<file path="src/rtl/alu_unit_buffered_pkg.sv">
// taiga_config / taiga_types: default datapath width and the ALU issue encodings
// shared by decode, the ALU unit and the writeback path.
package taiga_config;
  localparam int XLEN = 32;
endpackage

package taiga_types;
  typedef enum logic [1:0] {ALU_ADD_SUB, ALU_SLT, ALU_SHIFT, ALU_MINMAX} alu_op_t;
  typedef enum logic [1:0] {ALU_LOGIC_ADD, ALU_LOGIC_XOR, ALU_LOGIC_OR, ALU_LOGIC_AND} alu_logic_op_t;
  typedef struct packed {
    alu_op_t       op;
    alu_logic_op_t logic_op;
    logic          subtract;
    logic          is_signed;
    logic          lshift;
    logic          max;
  } alu_ctrl_t;
  // Issue packet at the default configuration; parametrised units build their own width.
  typedef struct packed {
    alu_ctrl_t                   ctrl;
    logic [taiga_config::XLEN-1:0] in1;
    logic [taiga_config::XLEN-1:0] in2;
    logic [2:0]                  id;
  } alu_issue_t;
endpackage

</file>
<file path="src/rtl/alu_unit_buffered_shifter.sv">
// alu_barrel_shifter: log2(XLEN)-stage right shifter; fill_i supplies the vacated MSBs.
module alu_barrel_shifter #(
  parameter int XLEN = 32
) (
  input  logic [XLEN-1:0]         data_i,
  input  logic [$clog2(XLEN)-1:0] shamt_i,
  input  logic                    fill_i,
  output logic [XLEN-1:0]         result_o
);
  localparam int SW = $clog2(XLEN);
  logic [XLEN-1:0] st [SW+1];
  assign st[0] = data_i;
  for (genvar k = 0; k < SW; k++) begin : g_stage
    assign st[k+1] = shamt_i[k] ? {{(2**k){fill_i}}, st[k][XLEN-1:2**k]} : st[k];
  end
  assign result_o = st[SW];
endmodule

</file>
<file path="src/rtl/alu_unit_buffered.sv">
// alu_unit_buffered: pipelined ALU with credit-gated, in-order tagged writeback FIFO.
// Define ALU_MINMAX_EN to implement op 11 as MIN/MAX; otherwise op 11 retires result 0.
module alu_unit_buffered
  import taiga_types::*;
#(
  parameter int XLEN    = taiga_config::XLEN,
  parameter int DEPTH   = 4,
  parameter int LATENCY = 1,
  parameter int ID_W    = 3
) (
  input  logic            clk,
  input  logic            rst_n,
  input  logic            flush,
  input  logic            issue_valid,
  output logic            issue_ready,
  input  logic [1:0]      issue_op,
  input  logic [1:0]      issue_logic_op,
  input  logic            issue_subtract,
  input  logic            issue_signed,
  input  logic            issue_lshift,
  input  logic            issue_max,
  input  logic [XLEN-1:0] issue_in1,
  input  logic [XLEN-1:0] issue_in2,
  input  logic [ID_W-1:0] issue_id,
  output logic            wb_valid,
  output logic [XLEN-1:0] wb_rd,
  output logic [ID_W-1:0] wb_id,
  input  logic            wb_ack
);
  localparam int SW = $clog2(XLEN);
  localparam int PW = $clog2(DEPTH);
  localparam int CW = $clog2(DEPTH + 1);

  typedef struct packed {
    alu_ctrl_t       ctrl;
    logic [XLEN-1:0] in1;
    logic [XLEN-1:0] in2;
    logic [ID_W-1:0] id;
  } issue_t;

  function automatic logic [XLEN-1:0] rev(input logic [XLEN-1:0] v);
    for (int i = 0; i < XLEN; i++) rev[i] = v[XLEN-1-i];
  endfunction

  logic accept, pop, ex_vld;
  issue_t req, ex;

  assign accept = issue_valid & issue_ready & ~flush;
  assign pop    = wb_valid & wb_ack & ~flush;
  assign req = '{ctrl: '{op: alu_op_t'(issue_op), logic_op: alu_logic_op_t'(issue_logic_op),
                         subtract: issue_subtract, is_signed: issue_signed,
                         lshift: issue_lshift, max: issue_max},
                 in1: issue_in1, in2: issue_in2, id: issue_id};

  if (LATENCY == 2) begin : g_stage
    issue_t stage_q;
    logic   stage_vld_q;
    always_ff @(posedge clk or negedge rst_n)
      if (!rst_n) begin
        stage_q     <= '0;
        stage_vld_q <= 1'b0;
      end else begin
        stage_vld_q <= accept;
        if (accept) stage_q <= req;
      end
    assign ex     = stage_q;
    assign ex_vld = stage_vld_q;
  end else begin : g_direct
    assign ex     = req;
    assign ex_vld = accept;
  end

  // One (XLEN+1)-bit subtractor serves SUB, SLT/SLTU and the MIN/MAX compare.
  logic            s1, s2, lt;
  logic [XLEN:0]   diff;
  logic [XLEN-1:0] sum, logic_res, sh_in, sh_out, shift_res, mm_res, res;

  assign s1   = ex.ctrl.is_signed & ex.in1[XLEN-1];
  assign s2   = ex.ctrl.is_signed & ex.in2[XLEN-1];
  assign diff = {s1, ex.in1} - {s2, ex.in2};
  assign lt   = diff[XLEN];
  assign sum  = ex.ctrl.subtract ? diff[XLEN-1:0] : ex.in1 + ex.in2;
  assign logic_res = ex.ctrl.logic_op == ALU_LOGIC_XOR ? ex.in1 ^ ex.in2 :
                     ex.ctrl.logic_op == ALU_LOGIC_OR  ? ex.in1 | ex.in2 :
                     ex.ctrl.logic_op == ALU_LOGIC_AND ? ex.in1 & ex.in2 : sum;

  assign sh_in     = ex.ctrl.lshift ? rev(ex.in1) : ex.in1;
  assign shift_res = ex.ctrl.lshift ? rev(sh_out) : sh_out;

  alu_barrel_shifter #(.XLEN(XLEN)) u_shifter (
    .data_i  (sh_in),
    .shamt_i (ex.in2[SW-1:0]),
    .fill_i  (ex.ctrl.is_signed & ~ex.ctrl.lshift & ex.in1[XLEN-1]),
    .result_o(sh_out)
  );

`ifdef ALU_MINMAX_EN
  assign mm_res = (ex.ctrl.max ^ lt) ? ex.in1 : ex.in2;
`else
  logic unused_max;
  assign unused_max = ex.ctrl.max;
  assign mm_res     = '0;
`endif

  assign res = ex.ctrl.op == ALU_SLT    ? XLEN'(lt) :
               ex.ctrl.op == ALU_SHIFT  ? shift_res :
               ex.ctrl.op == ALU_MINMAX ? mm_res    : logic_res;

  logic [XLEN-1:0] rd_mem [DEPTH];
  logic [ID_W-1:0] id_mem [DEPTH];
  logic [PW-1:0]   wr_q, wr_d, rd_q, rd_d;
  logic [CW-1:0]   cnt_q, cnt_d, occ_q, occ_d;

  // occ counts in-flight plus buffered entries, so the FIFO itself never overflows.
  assign issue_ready = occ_q < CW'(DEPTH);
  assign wb_valid    = cnt_q != '0;
  assign wb_rd       = wb_valid ? rd_mem[rd_q] : '0;
  assign wb_id       = wb_valid ? id_mem[rd_q] : '0;

  always_comb begin
    wr_d  = flush ? '0 : !ex_vld ? wr_q : wr_q == PW'(DEPTH - 1) ? '0 : wr_q + PW'(1);
    rd_d  = flush ? '0 : !pop ? rd_q : rd_q == PW'(DEPTH - 1) ? '0 : rd_q + PW'(1);
    cnt_d = flush ? '0 : cnt_q + CW'(ex_vld) - CW'(pop);
    occ_d = flush ? '0 : occ_q + CW'(accept) - CW'(pop);
  end

  always_ff @(posedge clk or negedge rst_n)
    if (!rst_n) begin
      wr_q  <= '0;
      rd_q  <= '0;
      cnt_q <= '0;
      occ_q <= '0;
    end else begin
      wr_q  <= wr_d;
      rd_q  <= rd_d;
      cnt_q <= cnt_d;
      occ_q <= occ_d;
    end

  always_ff @(posedge clk)
    if (ex_vld) begin
      rd_mem[wr_q] <= res;
      id_mem[wr_q] <= ex.id;
    end
endmodule

</file>
<file path="config.mk">
export PLATFORM = sky130hd
export DESIGN_NAME = alu_unit_buffered
export DESIGN_NICKNAME = d
export VERILOG_FILES = /design/src/rtl/alu_unit_buffered_pkg.sv /design/src/rtl/alu_unit_buffered_shifter.sv /design/src/rtl/alu_unit_buffered.sv
export SDC_FILE = /design/constraint.sdc
export NUM_CORES = 1
export LEC_CHECK = 0
export CAP_MARGIN = 20
export CORE_ASPECT_RATIO = 1.25
export CORE_UTILIZATION = 35
export DETAILED_ROUTE_END_ITERATION = 16
export PLACE_DENSITY = 0.56
export SLEW_MARGIN = 20
export SYNTH_ARGS = -nofsm -noshare
export SYNTH_HDL_FRONTEND = slang
export SYNTH_SLANG_ARGS = --single-unit
</file>
<file path="constraint.sdc">
create_clock -name clk -period 6.55 [get_ports clk]
set_clock_uncertainty 0.05 [all_clocks]
set_input_delay 1.31 -clock clk [delete_from_list [all_inputs] [get_ports clk]]
set_output_delay 1.31 -clock clk [all_outputs]
set_load 0.02 [all_outputs]
</file>
==> impl_metrics.csv <==
group,metric,value,unit
final_layout,multi_input_area,0.00866,mm2
critical_path,critPathMaxFanout,8,
cts,cts_hold_buf,0,
power_and_ir_drop,p_leak,0.00617,uW
die,dieWidth,181,um
die,rows,81,
sta,layout_min_cycle_time,5.56,ns
power_and_ir_drop,p_seq_frac,0.322,
sta,hold_viol,0,
cts,cts-root-buf,"clkbuf_16",
cts,cts.htree.levels,4,
place,dp_hpwl,35.1,mm
synthesis,synth_area_leaders,"edfxtp_1, mux4_2, ha_1",
critical_path,worst_setup_path_start_kind,"primary input",
final_layout,seq_area,0.00446,mm2
power_and_ir_drop,netSwitchingPower,1340,uW
synthesis,async_flop_share,0.0667,
route,ant_nets,0,
sta,rsz0062_at_grt,"no",
hold_path,hold_path.class,"reg2reg",
final_layout,drive_above_1_share,0.114,
sta,fmax,0.180,GHz
synthesis,synth_top_area_share,0.301,
cts,cts-resized-gates,0,
critical_path,critPathRequiredTime,6.59,ns
synthesis,synth_fp_nets,1692,
final_layout,fin_cells,2066,
critical_path,worstSetupPathType,"in2reg",
status,outcome,"finished clean",
final_layout,insertedDiodeCount,0,
place,port_buffers,115,
global_routing,grt_antenna_before_repair,0,
synthesis,synth_edf_count,140,
cts,cts_tree,"done",
cts,insertion_delay,0.42,ns
sta,worst_slack,0.992,ns
critical_path,ff2ff_setup_slack,3.41,ns
die,die_h,226,um
global_routing,grt.total_usage,0.228,
power_and_ir_drop,p_clk_frac,0.256,
sta,slew_headroom,0.202,
synthesis,syn_area,0.0140,mm2
synthesis,synthCells,1503,
final_layout,layout.nets,1744,
route,dr.pass1.iters,7,
die,ios,117,
synthesis,synthFlopType,"edfxtp_1",
synthesis,netlist_top_cells_count,"nor2_1, edfxtp_1, a21oi_1",
final_layout,syn2layout_area_growth,14.9,%
cts,clock_sinks,150,
synthesis,ys_types,84,
cts,clockBufferDepth,2,
route,vias,12200,
global_routing,overflow,0,
power_and_ir_drop,switching_share,0.368,
sta,worst_pin_slew,1.17,ns
cts,cts_buffers,17,
place,place_inst,2034,
job,cap_violations,0,
sta,setup_tns,0,ns
critical_path,cp.arrival,5.60,ns
sta,setup_violations,0,
sta,finalMaxSlewViolations,0,
route,drc,0,
synthesis,yosysWarnings,0,
power_and_ir_drop,irDropWorstVdd,180,uV
die,die-area,0.0408,mm2
synthesis,ys_ff_latch,150,
die,core,0.0392,mm2
sta,whs,0.522,ns
global_routing,grt_pass1_wl,70.8,mm
route,viasPerCell,5.92,
power_and_ir_drop,combPwrFrac,0.422,
die,initial_core_util,0.357,
global_routing,grt_pass1_vias,11700,
critical_path,end_kind,"register",
cts,cts_setup_buffers,0,
final_layout,fillCellCount,3865,
route,wl_per_cell,22.4,um
cts,clk_pin_slew_worst_paths,0.07,ns
power_and_ir_drop,p_int,2290,uW
route,drt_iter0_markers,989,
synthesis,synth.most_common_cell,"nor2_1",
synthesis,avgSynthCellArea,9.31,um2
sta,fin_crit_sh,0.849,
place,place_ws,0.702,ns
synthesis,yosys.area.top_type,"edfxtp_1",
global_routing,grt_max_degree,69,
power_and_ir_drop,powerDensity,226,mW/mm2
route,wl,46.3,mm
place,place_congestion,0.936,
synthesis,seq_area_frac_synth,0.318,
[stage by stage]
stage               instance area [um2]  total power (uW)   util
CTS                               16100              3660  0.410
detailed placement                15500              2720  0.395
finish                            16100              3630  0.410
floorplan                         14000              2160      -
global route                      16100              3820  0.410
global placement                  15500              2710  0.395
[critical path, stage by stage]
cell and delay [ns]:
clkdlybuf4s50_1 0.65, inv_1 0.16, ha_1 0.36, a211oi_1 0.58
o211ai_1 0.29, a31o_2 0.33, o31a_1 0.29, a41o_1 0.30
a211oi_1 0.23, a21oi_1 0.08, nand4_1 0.12, o31ai_1 0.10
a311oi_1 0.52, o22ai_1 0.26
[path summary, 6_finish.rpt]
check                              from             to  cells after the start
hold / removal                 occ_q[1]       occ_q[2]                      2
min in group asynchronous         rst_n       cnt_q[1]                      1
hold reg to reg                occ_q[1]       occ_q[2]                      2
setup reg to reg               cnt_q[1]       cnt_q[2]                     10
max in group asynchronous         rst_n        rd_q[0]                      1
setup / recovery           issue_in1[1]  rd_mem[0][21]                     14
[per-layer routing]
layer	vias up	wire length [um]	GRT usage
met5	-	0	0
met4	0	1660	0.0838
met3	84	2730	0.0309
met2	494	22600	0.393
met1	6008	19300	0.289
li1	5648	-	-
[cell families after synthesis]
kind of cell,synth area share
AOI/OAI and AO/OA,0.205
xor gates and xnor gates,0.00877
adders and majority gates,0.0997
buffers and inverters,0.0630
DFF,0.318
muxes,0.170
and+or+nand+nor,0.135
[power groups by stage]
| stage | clock (uW) | combinational (uW) | sequential, uW |
|---|---|---|---|
| 3_3_place_gp | 0 | 1520 | 1190 |
| 2_1_floorplan | 0 | 1010 | 1160 |
| 3_5_place_dp | 0 | 1530 | 1190 |
| 5_1_grt | 984 | 1660 | 1180 |
| 6_report | 931 | 1530 | 1170 |
| 4_1_cts | 951 | 1530 | 1170 |
[placed cells by master (no fill, tap or decap), types with 5 or more instances in the layout]
cell type        count
nand2b_1             7
and3_1              11
o22ai_1             13
mux2_2               8
mux4_2              73
buf_4               24
ha_1               105
nor2_1             145
a21oi_1            136
a311oi_1             7
clkdlybuf4s50_1    110
buf_2                5
a221oi_1            10
a31oi_1             14
edfxtp_1           140
nor2b_1              9
and2_1              38
or3_1                5
inv_2                5
o21ai_0            118
clkbuf_16           17
o21bai_1             8
o211ai_1            11
dfrtp_1              9
o311ai_0             5
inv_1              111
nor4_1               6
nand2_1            120
o31ai_1             14
xnor2_1             12
a21o_1              15
nor3_1              40
nand3_1             20
o21a_1              10
a211oi_1            25
mux2i_1             62
[cell type report]
cell class | count | share of cell area
multi-input combinational | 1128 | 0.539
sequential | 150 | 0.277
timing repair buffer | 139 | 0.0813
tap | 498 | 0.0388
inverter | 119 | 0.0278
clock buffer | 17 | 0.0265
clock inverter | 15 | 0.00981
[registers in the layout, indices dropped and copies added (netlist names)]
| signal | count |
|---|---|
| rd_q | 2 |
| occ_q | 3 |
| rd_mem | 128 |
| id_mem | 12 |
| cnt_q | 3 |
| wr_q | 2 |
No activity file was read; power rests on OpenSTA's default activity.
==> RTL edit, RTL diff (same flow settings) <==
Build with the macro `ALU_MINMAX_EN` defined.
--- a/src/rtl/alu_unit_buffered.sv
+++ b/src/rtl/alu_unit_buffered.sv
@@ -2,2 +2,4 @@
 // Define ALU_MINMAX_EN to implement op 11 as MIN/MAX; otherwise op 11 retires result 0.
+`define ALU_MINMAX_EN
+
 module alu_unit_buffered
Formal check against the unedited RTL: not equivalent (Yosys sat finds a counterexample within 4 cycles, from zero or initial values and one cycle with rst_n low).
==> RTL edit against the unedited design <==
  * Fmax fell by 2.0%
  * Clock power is 14% higher
  * Largest cell class unchanged
  * Routed wire length rose by 17%
  * Synthesized cell count grew 5.4%
  * Worst hold slack worse by 4.3 ps
  * Worst setup slack worse by 110 ps
  * Final area up 5.6%
  * Area after synthesis rose by 3.7%
  * Power rose by 9.1%
  * Sequential cell count unchanged
  * Critical path depth is 2 higher
  * Largest power group unchanged
  * Via count grew 8.2%
==> RTL edit: results <==
set metrics [dict create \
    status "completed" \
    timing.final.ws_setup_ps 880 \
    min_path_type "flop to flop" \
    drive_above_1_share_pct 12.0 \
    synth_mux_area_share_pct 15.3 \
    drt_pass1_iterations 6 \
    critPathMaxFanout 53 \
    synth.distinct_cells 86 \
    reg.largest.list "rd_mem: 128 flops, id_mem: 12 flops" \
    cts_root_buf "clkbuf_16" \
    cts_setup_buffers 0 \
    cp-startpoint "issue_in1[0]" \
    grt_use_total_pct 25.8 \
    syn-num-nets 1782 \
    critPathCapture "rd_mem[2][0]" \
    synthAdderAreaFrac_pct 10.4 \
    tightestPinTransition_ps 1000 \
    hpwl_um 41800 \
    grt_max_degree 54 \
    r2r_slack_ps 3500 \
    antenna_found_initial 0 \
    ys_top_cells_by_count "nor2_1, a21oi_1, edfxtp_1, nand2_1, ha_1" \
    synth-seq-area-share_pct 30.7 \
    worst_r2r_path_depth 10 \
    cp-end-kind "flop" \
    gp_congestion 1.01 \
    leakage_uw 0.00651 \
    drt_iter0_markers 1544 \
    nets 1864 \
    wl_um 53900 \
    dpl_worst_slack_ps 546 \
    synth_xor_area_share_pct 1.25 \
    peakVddDrop_v 0.000173 \
    slowest_delay_ps 600 \
    clkTransAtPathRegs_ps 60 \
    synth_compound_area_share_pct 21.4 \
    final_cells 2231 \
    portBuffers 116 \
    grt_pass1_wl_um 81200 \
    ys.flop_type "edfxtp_1" \
    dpl_cell_area_sq_mm 0.0163 \
    grt_pass1_vias 13000 \
    synthCells 1584 \
    synth.area.top_cells "edfxtp_1, mux4_2, ha_1" \
    via_per_inst 5.93 \
    cts.htree.levels 4 \
    cp_slowest_cell "a21oi_1" \
]
-- RTL edit: cell count changes after synthesis, moves of 6 or more --
| cell | delta |
|---|---|
| o22ai_1 | -8 |
| a2111oi_1 | +6 |
| nor2b_1 | +14 |
| nor3_1 | -20 |
| a22oi_1 | +13 |
| mux2i_1 | -9 |
| o21ai_0 | -20 |
| a21oi_1 | +11 |
| o211ai_1 | +22 |
| nand2b_1 | +8 |
| nor2_1 | +34 |
| ha_1 | +9 |
-- RTL edit: worst reg2reg max path: stages, from the launching register on --
cell,delay (ps)
dfrtp_1,400
or3_2,780
nand2_1,280
nor2_1,90
ha_1,290
inv_1,40
ha_1,200
fa_1,410
xnor2_1,190
xnor2_1,130
nor2_1,60
-- RTL edit: layer usage --
layer,share of wire (%),global-route usage [%]
met3,6.3,2.99
met4,7.1,17.3
met5,0,0
met2,47,42.1
met1,39,32.0
-- RTL edit: where the power goes --
part           internal (uW)  leakage, uW  switching (uW)  total [uW]
sequential              1140      0.00141            40.4        1180
clock                    678     0.000312             383        1060
combinational            722      0.00478            1000        1720
-- RTL edit: worst min-delay path by stage --
stage | startpoint | endpoint | slack, ps | cells past startpoint
2_1_floorplan | cnt_q[1] | cnt_q[2] | 470 | 2
3_3_place_gp | cnt_q[1] | cnt_q[2] | 490 | 2
3_5_place_dp | cnt_q[1] | cnt_q[2] | 520 | 2
4_1_cts | cnt_q[1] | cnt_q[2] | 520 | 2
5_1_grt | cnt_q[1] | cnt_q[2] | 560 | 2
6_report | cnt_q[1] | cnt_q[2] | 520 | 2
-- RTL edit: layout make-up --
cell class	instances	area [sq um]
Sequential cell	150	4460
Fill cell	4072	24100
Multi-Input combinational cell	1206	9140
Clock inverter	15	223
Tap cell	552	691
Timing Repair Buffer	174	1590
Inverter	117	439
Clock buffer	17	425
